### src/rtl/imem_arbiter_if.sv
// Instruction-memory arbiter bus: fetch port, loader port and BRAM port.
// slave is the arbiter side, master is the surrounding system.
interface imem_arbiter_if #(
    parameter int ADDR_W = 8,
    parameter int DATA_W = 32
);
    logic              f_req;
    logic [31:0]       f_addr;
    logic [DATA_W-1:0] f_rdata;
    logic              f_valid;
    logic              f_stall;
    logic              l_req;
    logic [31:0]       l_addr;
    logic [DATA_W-1:0] l_wdata;
    logic              l_ack;
    logic              l_done;
    logic              cpu_run;
    logic              mem_en;
    logic              mem_we;
    logic [ADDR_W-1:0] mem_addr;
    logic [DATA_W-1:0] mem_wdata;
    logic [DATA_W-1:0] mem_rdata;

    modport slave (
        input  f_req, f_addr, l_req, l_addr, l_wdata,
        input  l_done, mem_rdata,
        output f_rdata, f_valid, f_stall, l_ack, cpu_run,
        output mem_en, mem_we, mem_addr, mem_wdata
    );

    modport master (
        output f_req, f_addr, l_req, l_addr, l_wdata,
        output l_done, mem_rdata,
        input  f_rdata, f_valid, f_stall, l_ack, cpu_run,
        input  mem_en, mem_we, mem_addr, mem_wdata
    );
endinterface

### src/rtl/imem_arbiter.sv
// Single-port BRAM arbiter: loader owns the port in BOOT, fetch has
// priority in RUN with a bounded deferral of pending loader writes.
module imem_arbiter #(
    parameter int ADDR_W     = 8,
    parameter int DATA_W     = 32,
    parameter int STARVE_MAX = 4
) (
    input logic          clk,
    input logic          reset,
    imem_arbiter_if.slave bus
);
    localparam int CW = $clog2(STARVE_MAX + 1);
    localparam logic [CW-1:0] SMAX = CW'(STARVE_MAX);

    typedef enum logic {
        BOOT = 1'b0,
        RUN  = 1'b1
    } state_t;

    state_t          state_q;
    state_t          state_d;
    logic [CW-1:0]   cnt_q;
    logic [CW-1:0]   cnt_d;
    logic            f_valid_q;
    logic            f_gnt;
    logic            l_gnt;
    logic [ADDR_W-1:0] f_word;
    logic [ADDR_W-1:0] l_word;
    logic            unused_addr;

    // Word addressing wraps: low byte bits and high bits are dropped.
    assign f_word = bus.f_addr[ADDR_W+1:2];
    assign l_word = bus.l_addr[ADDR_W+1:2];
    assign unused_addr = ^{bus.f_addr[31:ADDR_W+2], bus.f_addr[1:0],
                           bus.l_addr[31:ADDR_W+2], bus.l_addr[1:0]};

    always_ff @(posedge clk) begin
        if (reset) begin
            state_q <= BOOT;
        end else begin
            state_q <= state_d;
        end
    end

    always_comb begin
        state_d = state_q;
        if (state_q == BOOT && bus.l_done) begin
            state_d = RUN;
        end
    end

    always_comb begin
        f_gnt = 1'b0;
        l_gnt = 1'b0;
        unique case (state_q)
            BOOT: begin
                l_gnt = bus.l_req;
            end
            RUN: begin
                f_gnt = bus.f_req && !(bus.l_req && cnt_q == SMAX);
                l_gnt = bus.l_req && !f_gnt;
            end
        endcase

        cnt_d = '0;
        if (state_q == RUN && bus.l_req && f_gnt) begin
            cnt_d = cnt_q + CW'(1);
        end

        bus.mem_en    = f_gnt || l_gnt;
        bus.mem_we    = l_gnt;
        bus.mem_addr  = '0;
        bus.mem_wdata = '0;
        if (l_gnt) begin
            bus.mem_addr  = l_word;
            bus.mem_wdata = bus.l_wdata;
        end else if (f_gnt) begin
            bus.mem_addr  = f_word;
        end

        bus.l_ack   = l_gnt;
        bus.f_stall = bus.f_req && !f_gnt;
        bus.f_valid = f_valid_q;
        bus.f_rdata = f_valid_q ? bus.mem_rdata : '0;
        bus.cpu_run = (state_q == RUN);
    end

    // A read in flight when reset hits is dropped with f_valid.
    always_ff @(posedge clk) begin
        if (reset) begin
            cnt_q     <= '0;
            f_valid_q <= 1'b0;
        end else begin
            cnt_q     <= cnt_d;
            f_valid_q <= f_gnt;
        end
    end
endmodule

### src/flat_wrapper.sv
// flat-port wrapper written by rule: the top's interface ports become plain ports
module imem_arbiter_flat 
#(
    parameter int ADDR_W     = 8,
    parameter int DATA_W     = 32,
    parameter int STARVE_MAX = 4
)
  (clk, reset, bus_f_req, bus_f_addr, bus_l_req, bus_l_addr, bus_l_wdata, bus_l_done, bus_mem_rdata, bus_f_rdata, bus_f_valid, bus_f_stall, bus_l_ack, bus_cpu_run, bus_mem_en, bus_mem_we, bus_mem_addr, bus_mem_wdata);
  imem_arbiter_if #(.ADDR_W(ADDR_W), .DATA_W(DATA_W)) bus_i ();
  input logic clk;
  input logic reset;
  input wire logic [$bits(bus_i.f_req)-1:0] bus_f_req;
  input wire logic [$bits(bus_i.f_addr)-1:0] bus_f_addr;
  input wire logic [$bits(bus_i.l_req)-1:0] bus_l_req;
  input wire logic [$bits(bus_i.l_addr)-1:0] bus_l_addr;
  input wire logic [$bits(bus_i.l_wdata)-1:0] bus_l_wdata;
  input wire logic [$bits(bus_i.l_done)-1:0] bus_l_done;
  input wire logic [$bits(bus_i.mem_rdata)-1:0] bus_mem_rdata;
  output wire logic [$bits(bus_i.f_rdata)-1:0] bus_f_rdata;
  output wire logic [$bits(bus_i.f_valid)-1:0] bus_f_valid;
  output wire logic [$bits(bus_i.f_stall)-1:0] bus_f_stall;
  output wire logic [$bits(bus_i.l_ack)-1:0] bus_l_ack;
  output wire logic [$bits(bus_i.cpu_run)-1:0] bus_cpu_run;
  output wire logic [$bits(bus_i.mem_en)-1:0] bus_mem_en;
  output wire logic [$bits(bus_i.mem_we)-1:0] bus_mem_we;
  output wire logic [$bits(bus_i.mem_addr)-1:0] bus_mem_addr;
  output wire logic [$bits(bus_i.mem_wdata)-1:0] bus_mem_wdata;
  assign bus_i.f_req = bus_f_req;
  assign bus_i.f_addr = bus_f_addr;
  assign bus_i.l_req = bus_l_req;
  assign bus_i.l_addr = bus_l_addr;
  assign bus_i.l_wdata = bus_l_wdata;
  assign bus_i.l_done = bus_l_done;
  assign bus_i.mem_rdata = bus_mem_rdata;
  assign bus_f_rdata = bus_i.f_rdata;
  assign bus_f_valid = bus_i.f_valid;
  assign bus_f_stall = bus_i.f_stall;
  assign bus_l_ack = bus_i.l_ack;
  assign bus_cpu_run = bus_i.cpu_run;
  assign bus_mem_en = bus_i.mem_en;
  assign bus_mem_we = bus_i.mem_we;
  assign bus_mem_addr = bus_i.mem_addr;
  assign bus_mem_wdata = bus_i.mem_wdata;
  imem_arbiter #(.ADDR_W(ADDR_W), .DATA_W(DATA_W), .STARVE_MAX(STARVE_MAX)) u_core (.clk(clk), .reset(reset), .bus(bus_i));
endmodule
### config.mk
export PLATFORM = sky130hd
export DESIGN_NAME = imem_arbiter_flat
export DESIGN_NICKNAME = d
export VERILOG_FILES = /design/src/rtl/imem_arbiter_if.sv /design/src/rtl/imem_arbiter.sv /design/src/flat_wrapper.sv
export SDC_FILE = /design/constraint.sdc
export NUM_CORES = 1
export LEC_CHECK = 0
export CAP_MARGIN = 25
export CORE_AREA = 2 2 82 84
export CTS_CLUSTER_SIZE = 24
export DETAILED_ROUTE_END_ITERATION = 16
export DIE_AREA = 0 0 84 86
export PLACE_DENSITY = 0.67
export SYNTH_ARGS = -nofsm -noshare
export SYNTH_HDL_FRONTEND = slang
export SYNTH_SLANG_ARGS = --single-unit
### constraint.sdc
create_clock -name clk -period 3.9 [get_ports clk]
set_clock_uncertainty 0.05 [all_clocks]
set_input_delay 0.78 -clock clk [delete_from_list [all_inputs] [get_ports clk]]
set_output_delay 0.78 -clock clk [all_outputs]
set_load 0.03 [all_outputs]
==> results by group <==
Drt
  • DR vias/cell: 3.60
  • Antenna Nets Post-Route: 0
  • WL/cell: 11.8 um
  • Pre-Repair DR Iteration Count: 4
  • Initial DRC count: 20
  • DR DRC count: 0
  • Vias: 1230
  • Final wirelength: 4040 um

Run
  • Max Cap Viol: 0

Worst setup path
  • CP endpoint kind: output pin
  • Maximum fanout along the worst path: 10
  • Setup crit end: bus_f_stall
  • Setup crit start: bus_f_req
  • Worst setup path category: input port to output pin
  • Crit Reg-Reg Startpoint: u_core.cnt_q[0]$_SDFF_PP0_
  • Worst setup SP type: input port
  • Worst EP required: roughly 3 ns
  • Critical R2R Capture: u_core.cnt_q[2]$_SDFF_PP0_
  • CP arrival: ~2.4 ns
  • Register-to-Register Path Depth: 5
  • Reg-to-reg slack, setup: 2.47 ns

Yosys
  • Yosys reg bits: 5
  • Gate Count Post-Synth: 105
  • Syn avg cell area: around 7 um^2
  • Synth Flop Type: dfxtp_1
  • Synth top cells by count: and2_1, a22o_1, dfxtp_1, nor2_1, inv_1
  • Post-Syn Nets: 240
  • Sequential share of the synthesized area: 0.135
  • Most common cell in the netlist: and2_1
  • Top cells by area, synth: and2_1, dfxtp_1, a22o_1
  • EDFF count, synth: 0
  • Post-synth top area cell: and2_1
  • Cell variety after synth: 15
  • YS warnings: 0
  • Post-synth ARST share: 0
  • Post-synth top area share: 0.540
  • Syn Std Cell Area: between 700 and 800 um^2

Finish
  • Post-route design area: 2370 um^2
  • Area overhead of the layout relative to synthesis: 220%
  • Final #Nets: ~400
  • Antenna diodes: 0
  • Fin cells: 342
  • Layout cell share with drive strength beyond 1: 0.189

STA
  • Fin. Hold Viols: 0
  • Peak Freq: 311 MHz
  • Post-layout min period: between 3 and 4 ns
  • Setup repair after global routing missed its margin: false
  • Worst slew pin tran: 0.710 ns
  • Slew Viols, Final: 0
  • Final setup fails: 0
  • Fin crit share: 0.824
  • Max_slew headroom: 0.526
  • Post-route setup TNS: 0 ns

Pwr
  • Static leakage power: 0.00101 uW
  • Maximum VDD drop: 0.266 mV
  • Pwr dens: between 150 and 200 nW/um^2

Placed design
  • Placed cell areas: ~2300 um^2
  • Gpl congestion: 0.686
  • Number of buffers added on ports: approximately 160
  • Detail Placement HPWL: 3600 um
  • Placed Cells: 338

Global routing
  • First-pass GRT wire length: 5910 um
  • Largest net degree at the start of global routing: 43
  • Aggregate global routing overflow: 0
  • Initial antenna violation count: 0
  • GR Util All Layers: 0.0982
  • Number of global-route vias before repair: approximately 1.2k

Floorplan
  • Initial Utilization: 0.118
  • I/O pin count: about 210
  • # rows: 29
  • Die ar.: 7220 um^2
  • Die width: 84 um
  • Core area: 6280 um^2
  • Die Ht: 86 um

Clocking
  • Buffer depth of the longest clock path: 2
  • TritonCTS buffer count: 3
  • H-Tree Depth: 1
  • Setup Fix Bufs, Post-CTS: 0
  • Clock transition at the registers of the reported paths: 0.04 ns
  • # resized after CTS: 0
  • Root Buffer: clkbuf_8
  • CTS sink count: 5
  • Clk_lat worst skew: 0.22 ns
  • TritonCTS clock tree: built
  • CTS Hold Bufs: 0

Outcome
  • Status: complete, no violations

Worst hold path
  • Hold Path Class: register to register
kinds of logic after synthesis:
| family | after synthesis | synth area share |
|---|---|---|
| AOI/OAI and AO/OA | 10 | 0.128 |
| xor gates and xnor gates | 1 | 0.0118 |
| buffers and inverters | 12 | 0.0759 |
| and+or+nand+nor | 75 | 0.616 |
| DFF | 5 | 0.135 |
| adders and majority gates | 2 | 0.0337 |
layout make-up:
| type | count | area [um^2] |
|---|---|---|
| fill | 641 | 3900 |
| timing repair buffer | 164 | 1530 |
| multi-input combinational | 88 | 586 |
| sequential | 5 | 100 |
| tap | 77 | 96.3 |
| clock buffer | 4 | 45.0 |
| inverter | 4 | 15.0 |
state kept, by name, summed over array words and instances, names as in the netlist:
signal,cells
u_core.bus.cpu_run,1
u_core.bus.f_valid,1
u_core.cnt_q,3
critical path, stage by stage:
cell	delay [ns]
clkdlybuf4s50_1	0.45
nand2_1	0.14
a31oi_2	0.04
buf_4	0.17
nor2b_1	0.10
clkdlybuf4s50_1	0.70
placed cells by master (no fill, tap or decap):
master / n
clkdlybuf4s50_1: 120
and2_1: 64
buf_4: 44
a22o_1: 8
nor2_1: 5
dfxtp_1: 5
inv_1: 4
nand2_1: 3
clkbuf_8: 3
a31oi_2: 2
nor2b_1: 2
ha_1: 2
or4b_4: 1
xnor2_1: 1
clkbuf_1: 1
routing by layer:
layer  global-route usage  part of all wire
met3               0.0327             0.086
met1                0.112              0.37
met4              0.00880            0.0020
met5                    0                 0
met2                0.185              0.54
worst min path at each step:
stage | startpoint | endpoint | slack, ns | depth (start not counted)
finish | u_core.cnt_q[0]$_SDFF_PP0_ | u_core.cnt_q[0]$_SDFF_PP0_ | 0.41 | 1
global route | u_core.cnt_q[0]$_SDFF_PP0_ | u_core.cnt_q[0]$_SDFF_PP0_ | 0.44 | 1
CTS | u_core.cnt_q[0]$_SDFF_PP0_ | u_core.cnt_q[0]$_SDFF_PP0_ | 0.41 | 1
detailed placement | u_core.cnt_q[0]$_SDFF_PP0_ | u_core.cnt_q[0]$_SDFF_PP0_ | 0.40 | 1
global placement | u_core.cnt_q[0]$_SDFF_PP0_ | u_core.cnt_q[0]$_SDFF_PP0_ | 0.38 | 1
floorplan | u_core.cnt_q[0]$_SDFF_PP0_ | u_core.cnt_q[0]$_SDFF_PP0_ | 0.37 | 1
metrics by stage:
step | setup slack (ns) | total power [uW] | utilization | hold WS, ns
floorplan | 1.41 | 171 | - | 0.367
global route | 0.603 | 430 | 0.378 | 0.435
global placement | 0.676 | 318 | 0.371 | 0.378
detailed placement | 0.670 | 319 | 0.371 | 0.400
CTS | 0.670 | 414 | 0.378 | 0.415
finish | 0.685 | 411 | 0.378 | 0.406
power breakdown:
| group | switching (uW) | internal (uW) |
|---|---|---|
| combinational | 119 | 141 |
| clock | 24.7 | 70.1 |
| sequential | 3.09 | 52.8 |
Power figures use the tool's default switching activity.
